[src/rtl/project_select_ctrl.sv]
// Wishbone-programmable project selector for the user_project_wrapper.
// Every project change goes through a break-before-make guard so no two projects ever drive the pads together.
`timescale 1ns/1ps

module project_select_ctrl #(
  parameter int          NPROJ     = 32,
  parameter logic [31:0] BASE_ADDR = 32'h3000_0000,
  parameter logic [7:0]  GUARD_RST = 8'd16
) (
  input  logic             wb_clk_i,
  input  logic             wb_rst_ni,
  input  logic             wbs_stb_i,
  input  logic             wbs_cyc_i,
  input  logic             wbs_we_i,
  input  logic [3:0]       wbs_sel_i,
  input  logic [31:0]      wbs_adr_i,
  input  logic [31:0]      wbs_dat_i,
  output logic             wbs_ack_o,
  output logic [31:0]      wbs_dat_o,
  output logic [NPROJ-1:0] active,
  output logic             busy,
  output logic             switch_irq
);

  localparam logic [1:0] S_IDLE  = 2'd0;
  localparam logic [1:0] S_DRAIN = 2'd1;
  localparam logic [1:0] S_APPLY = 2'd2;

  // Word offsets within the 256-byte window.
  localparam logic [5:0] OFF_SEL    = 6'd0;
  localparam logic [5:0] OFF_GUARD  = 6'd1;
  localparam logic [5:0] OFF_STATUS = 6'd2;

  logic [1:0]       r_state;
  logic [7:0]       r_gcnt;
  logic             r_pending;
  logic [4:0]       r_req_idx;
  logic             r_req_en;
  logic [7:0]       r_guard;
  logic [4:0]       r_cur_idx;
  logic             r_cur_en;
  logic [15:0]      r_switch_cnt;
  logic [NPROJ-1:0] r_active;
  logic             r_busy;
  logic             r_irq;
  logic             r_ack;
  logic [31:0]      r_dat;

  logic             w_hit;
  logic             w_req;
  logic             w_wr;
  logic             w_sel_wr;
  logic             w_guard_wr;
  logic             w_req_en_eff;
  logic             w_same;
  logic [NPROJ-1:0] w_req_onehot;
  logic [31:0]      w_rdata;
  logic             w_unused;

  // ---------------------------------------------------------------------------
  // Wishbone decode: one access per ack, a held request is not re-acked
  // ---------------------------------------------------------------------------
  assign w_hit      = wbs_stb_i & wbs_cyc_i & (wbs_adr_i[31:8] == BASE_ADDR[31:8]);
  assign w_req      = w_hit & ~r_ack;
  assign w_wr       = w_req & wbs_we_i;
  assign w_sel_wr   = w_wr & (wbs_adr_i[7:2] == OFF_SEL);
  assign w_guard_wr = w_wr & (wbs_adr_i[7:2] == OFF_GUARD) & wbs_sel_i[0];

  assign w_unused = ^{wbs_adr_i[1:0], wbs_sel_i[3:2], wbs_dat_i[31:9]};

  // An index beyond the populated projects behaves as "all projects off".
  assign w_req_en_eff = r_req_en & (32'(r_req_idx) < 32'(NPROJ));
  assign w_same       = (r_req_idx == r_cur_idx) && (w_req_en_eff == r_cur_en);
  assign w_req_onehot = w_req_en_eff ? (NPROJ'(1) << r_req_idx) : '0;

  always_comb begin
    // NOTE: default every output of a combinational block first so no path
    // leaves it unassigned; otherwise synthesis infers a latch.
    w_rdata = '0;
    case (wbs_adr_i[7:2])
      OFF_SEL: begin
        w_rdata[4:0] = r_req_idx;
        w_rdata[8]   = r_req_en;
      end
      OFF_GUARD:  w_rdata[7:0] = r_guard;
      OFF_STATUS: w_rdata = {r_switch_cnt, 6'd0, r_busy, r_cur_en, 3'd0, r_cur_idx};
      default:    w_rdata = '0;
    endcase
  end

  always_ff @(posedge wb_clk_i or negedge wb_rst_ni) begin
    if (!wb_rst_ni) begin
      r_ack     <= 1'b0;
      r_dat     <= '0;
      r_req_idx <= '0;
      r_req_en  <= 1'b0;
      r_guard   <= GUARD_RST;
    end else begin
      // NOTE: sequential state uses non-blocking assignments so every register
      // samples pre-edge values; blocking here would create ordering races.
      r_ack <= w_req;
      r_dat <= (w_req && !wbs_we_i) ? w_rdata : '0;
      if (w_sel_wr) begin
        if (wbs_sel_i[0]) r_req_idx <= wbs_dat_i[4:0];
        if (wbs_sel_i[1]) r_req_en  <= wbs_dat_i[8];
      end
      if (w_guard_wr) r_guard <= wbs_dat_i[7:0];
    end
  end

  // ---------------------------------------------------------------------------
  // Switch sequencer: IDLE -> DRAIN (GUARD+1 cycles) -> APPLY -> IDLE
  // ---------------------------------------------------------------------------
  always_ff @(posedge wb_clk_i or negedge wb_rst_ni) begin
    if (!wb_rst_ni) begin
      r_state      <= S_IDLE;
      r_gcnt       <= '0;
      r_pending    <= 1'b0;
      r_cur_idx    <= '0;
      r_cur_en     <= 1'b0;
      r_switch_cnt <= '0;
      r_active     <= '0;
      r_busy       <= 1'b0;
      r_irq        <= 1'b0;
    end else begin
      case (r_state)
        S_IDLE: begin
          if (r_pending) begin
            if (w_same) begin
              r_pending <= 1'b0;
            end else begin
              r_state  <= S_DRAIN;
              r_gcnt   <= r_guard;
              r_active <= '0;
              r_busy   <= 1'b1;
            end
          end
        end
        S_DRAIN: begin
          if (r_gcnt == 8'd0) begin
            r_state <= S_APPLY;
            r_irq   <= 1'b1;
          end else begin
            r_gcnt <= r_gcnt - 8'd1;
          end
        end
        S_APPLY: begin
          r_cur_idx    <= r_req_idx;
          r_cur_en     <= w_req_en_eff;
          r_switch_cnt <= r_switch_cnt + 16'd1;
          r_active     <= w_req_onehot;
          r_busy       <= 1'b0;
          r_irq        <= 1'b0;
          r_pending    <= 1'b0;
          r_state      <= S_IDLE;
        end
        default: begin
          r_state  <= S_IDLE;
          r_active <= '0;
          r_busy   <= 1'b0;
          r_irq    <= 1'b0;
        end
      endcase
      // A SEL write on this edge always wins over any clear above, so a
      // request landing during APPLY triggers a follow-up switch.
      if (w_sel_wr) r_pending <= 1'b1;
    end
  end

  assign wbs_ack_o  = r_ack;
  assign wbs_dat_o  = r_dat;
  assign active     = r_active;
  assign busy       = r_busy;
  assign switch_irq = r_irq;

endmodule

[config.mk]
export PLATFORM = sky130hd
export DESIGN_NAME = project_select_ctrl
export DESIGN_NICKNAME = d
export VERILOG_FILES = /design/src/rtl/project_select_ctrl.sv
export SDC_FILE = /design/constraint.sdc
export NUM_CORES = 1
export LEC_CHECK = 0
export ABC_CLOCK_PERIOD_IN_PS = 3790
export BUFFER_PORTS_ARGS = -buffer_cell sky130_fd_sc_hd__buf_4
export CAP_MARGIN = 20
export CELL_PAD_IN_SITES_DETAIL_PLACEMENT = 1
export CELL_PAD_IN_SITES_GLOBAL_PLACEMENT = 1
export CORE_MARGIN = 4
export CORE_UTILIZATION = 40
export DETAILED_ROUTE_END_ITERATION = 7
export PLACE_DENSITY = 0.83
export SETUP_SLACK_MARGIN = 0.15
export SLEW_MARGIN = 20
export SYNTH_ARGS = -nofsm -noshare
export SYNTH_HDL_FRONTEND = slang
export SYNTH_SLANG_ARGS = --single-unit
[constraint.sdc]
create_clock -name wb_clk_i -period 3.79 [get_ports wb_clk_i]
set_input_delay 0.758 -clock wb_clk_i [delete_from_list [all_inputs] [get_ports wb_clk_i]]
set_output_delay 0.758 -clock wb_clk_i [all_outputs]
set_load 0.01 [all_outputs]
==> impl_metrics.env <==
export IMPL_synth_distinct_cells=54
export IMPL_cts_hold_buf=0
export IMPL_grt_overflow_total=0
export IMPL_leakage_nw=2.859
export IMPL_core_um2=11080
export IMPL_place_ws_ps=1008
export IMPL_clock_fmax_ghz=0.4128
export IMPL_drt_drc_violations_left=0
export IMPL_power_per_cell_area_nw_per_um2=380.8
export IMPL_boundaryPins=140
export IMPL_seqPwrFrac=0.519
export IMPL_route_met3_wl_um=745
export IMPL_power_frac_comb=0.034
export IMPL_wl_met2_um=6056
export IMPL_top_layer_used="met4"
export IMPL_postSynthAreaPerCell_um2=12.04
export IMPL_start_util=0.4164
export IMPL_p_sw_mw=0.5045
export IMPL_peakVddDrop_v=0.0002474
export IMPL_slew_headroom=0.3856
export IMPL_drive_gt1_frac=0.3455
export IMPL_synth_xor_area_share=0.03987
export IMPL_clock_sinks=108
export IMPL_timing_final_ws_setup_ps=1368
export IMPL_synth_top_family_by_area="simple AND/OR/NAND/NOR gates"
export IMPL_ys_seq_elements=108
export IMPL_critPathSlowestCell="nor3b_1"
export IMPL_layout_nets=563
export IMPL_slowest_delay_ps=710
export IMPL_layout_min_cycle_time_ps=2422
export IMPL_cts_setup_buffers=0
export IMPL_worst_skew_pair_late_latency_ps=350
export IMPL_yosys_top_cells_area="dfrtp_1, mux2_2, xnor2_1"
export IMPL_swShare=0.2274
export IMPL_numCtsBuffers=9
export IMPL_vias=3425
export IMPL_routed_via_density=5.419
export IMPL_path_clk_slew_ps=80
export IMPL_drtIter0Drc=146
export IMPL_synth_main_ff_cell="dfrtp_1"
export IMPL_numPortBuffers=106
export IMPL_cts_tree="done"
export IMPL_tightestPinTransition_ps=911.9
export IMPL_hold_viol_final=0
export IMPL_yosysWarnings=0
export IMPL_post_route_period_util=0.6392
export IMPL_rsz0062_at_grt="false"
export IMPL_multi_input_comb_area_um2=1775
export IMPL_area_growth_pct=26.28
export IMPL_finalSetupViolCount=0
export IMPL_finalSetupTns_ps=0
export IMPL_diodes=0
export IMPL_cts_htree_levels=3
export IMPL_rows=38
export IMPL_antenna_found_initial=0
export IMPL_whs_ps=476.0
export IMPL_grt_max_degree=94
export IMPL_cts_resized_gates=0
export IMPL_worst_clock_skew_ps=12.09
export IMPL_gp_congestion=0.8544
export IMPL_worstSetupStartpoint="r_state[1]"
export IMPL_met1Wirelength_um=5126
export IMPL_synthArstFlopShare=1.000
export IMPL_worst_ep_arrival_time_ps=2620
export IMPL_dieArea_um2=13310
export IMPL_final_fill_count=1169
export IMPL_status="finished, final reports clean"
export IMPL_syn_inst=383
export IMPL_synth_edf_count=0
export IMPL_grt_util_all_layers=0.1850
export IMPL_die_w_um=115.4
export IMPL_synth_area_um2=4613
export IMPL_synth_common_cells="dfrtp_1, nor2_1, nand2_1"
export IMPL_drt_wl_total_um=12110
export IMPL_muxShareOfSynthArea=0.06184
export IMPL_place_hpwl_um=8408
export IMPL_cap_viol_max_count=0
export IMPL_endpoint_kind="register"
export IMPL_clockPowerShare=0.447
export IMPL_grt_pass1_wl_um=19220
export IMPL_slew_violations=0
export IMPL_cp_required_ps=3990
export IMPL_yosysMostFrequentCell="dfrtp_1"
export IMPL_wl_per_cell_um=19.17
export IMPL_start_kind="register"
export IMPL_holdCritPathClass="input port to async pin"
export IMPL_cts_root_buffer="clkbuf_16"
export IMPL_firstDrtPassIters=4
export IMPL_path_max_fanout=8
export IMPL_die_h_um=115.4
export IMPL_max_clock_path_buffers=2
export IMPL_utilization=0.5259
export IMPL_grt_pass1_vias=3648
export IMPL_ant_nets=0
export IMPL_synth_top_area_share=0.5804
export IMPL_synth_compound_area_share=0.1112
export IMPL_seqCellArea_um2=2704
export IMPL_cp_cell_sequence="nor3b_1, o21ai_0, o211ai_1, o31ai_1"
export IMPL_ys_seq_area_frac=0.5861
export IMPL_synth_adder_area_share=0.008137
export IMPL_yosys_area_top_type="dfrtp_1"
export IMPL_intPower_mw=1.714
export IMPL_crit_type="register to register"
export IMPL_synth_simple_gate_area_frac=0.1576
export IMPL_r2r_start="r_state[1]"
-- cell usage in the layout (no fill, tap or decap), types with 11 or more instances in the layout --
master / count
a22o_1: 13
a32o_1: 11
and2_2: 16
buf_4: 108
dfrtp_1: 107
mux2_2: 20
nand2_1: 21
nand3_1: 11
nor2_1: 28
xnor2_1: 17
-- path summary, 6_finish.rpt --
kind	to	slack, ps	cells past startpoint
setup / recovery	r_gcnt[0]	1370	4
hold / removal	r_switch_cnt[9]	480	1
setup reg to reg	r_gcnt[0]	1370	4
hold reg to reg	r_switch_cnt[15]	490	1
max in group asynchronous	active[8]	2520	2
min in group wb_clk_i	r_switch_cnt[15]	490	1
-- per-stage QoR --
| stage | instance area (µm²) | instances | total power [mW] |
|---|---|---|---|
| after global routing | 5826 | 632 | 2.299 |
| after CTS | 5822 | 632 | 2.235 |
| after detailed placement | 5510 | 616 | 1.251 |
| final | 5826 | 632 | 2.218 |
| after floorplan | 4632 | 388 | 1.191 |
| after global placement | 5510 | 616 | 1.249 |
-- per-layer routing --
layer  global-route usage  vias up
li1                     -     1562
met5                    0        -
met3              0.03947       17
met2               0.3152      116
met1               0.2373     1730
met4              0.05556        0
-- sequential cells by signal, summed over array words and instances, names as in the netlist --
signal / flops
switch_irq: 1
r_cur_idx: 5
r_pending: 1
wbs_dat_o: 26
r_req_idx: 5
active: 32
r_state: 2
r_req_en: 1
r_cur_en: 1
busy: 1
r_switch_cnt: 16
r_gcnt: 8
r_guard: 8
wbs_ack_o: 1
-- final cells by class --
class / instances / area share
Clock inverter: 6 / 0.01418
Tap cell: 140 / 0.03007
Timing Repair Buffer: 109 / 0.1411
Inverter: 10 / 0.006443
Multi-Input combinational cell: 249 / 0.3048
Sequential cell: 108 / 0.4641
Clock buffer: 10 / 0.03930
-- power groups by stage --
stage | combinational, mW | clock, mW | sequential (mW)
global placement | 0.0746 | 0 | 1.17
finish | 0.0751 | 0.992 | 1.15
detailed placement | 0.0769 | 0 | 1.17
floorplan | 0.0168 | 0 | 1.17
CTS | 0.0771 | 1.01 | 1.15
global route | 0.0839 | 1.06 | 1.15
-- kinds of logic (layout without fill, tap and decap cells) --
| kind of cell | Yosys count | in the layout |
|---|---|---|
| and+or+nand+nor | 127 | 127 |
| DFF | 108 | 108 |
| AOI/OAI and AO/OA | 66 | 66 |
| buffers and inverters | 31 | 135 |
| muxes | 26 | 26 |
| xor gates and xnor gates | 21 | 21 |
| adders and majority gates | 3 | 3 |
| other | 1 | 6 |
-- critical path, delay by kind of cell, from the launching register on --
family           cells  cell delay (ps)
AO/OA/AOI/OAI        3             1080
flip-flops           1              480
AND/OR/NAND/NOR      1              710
Note: power is estimated with default switching activity, not from simulation.
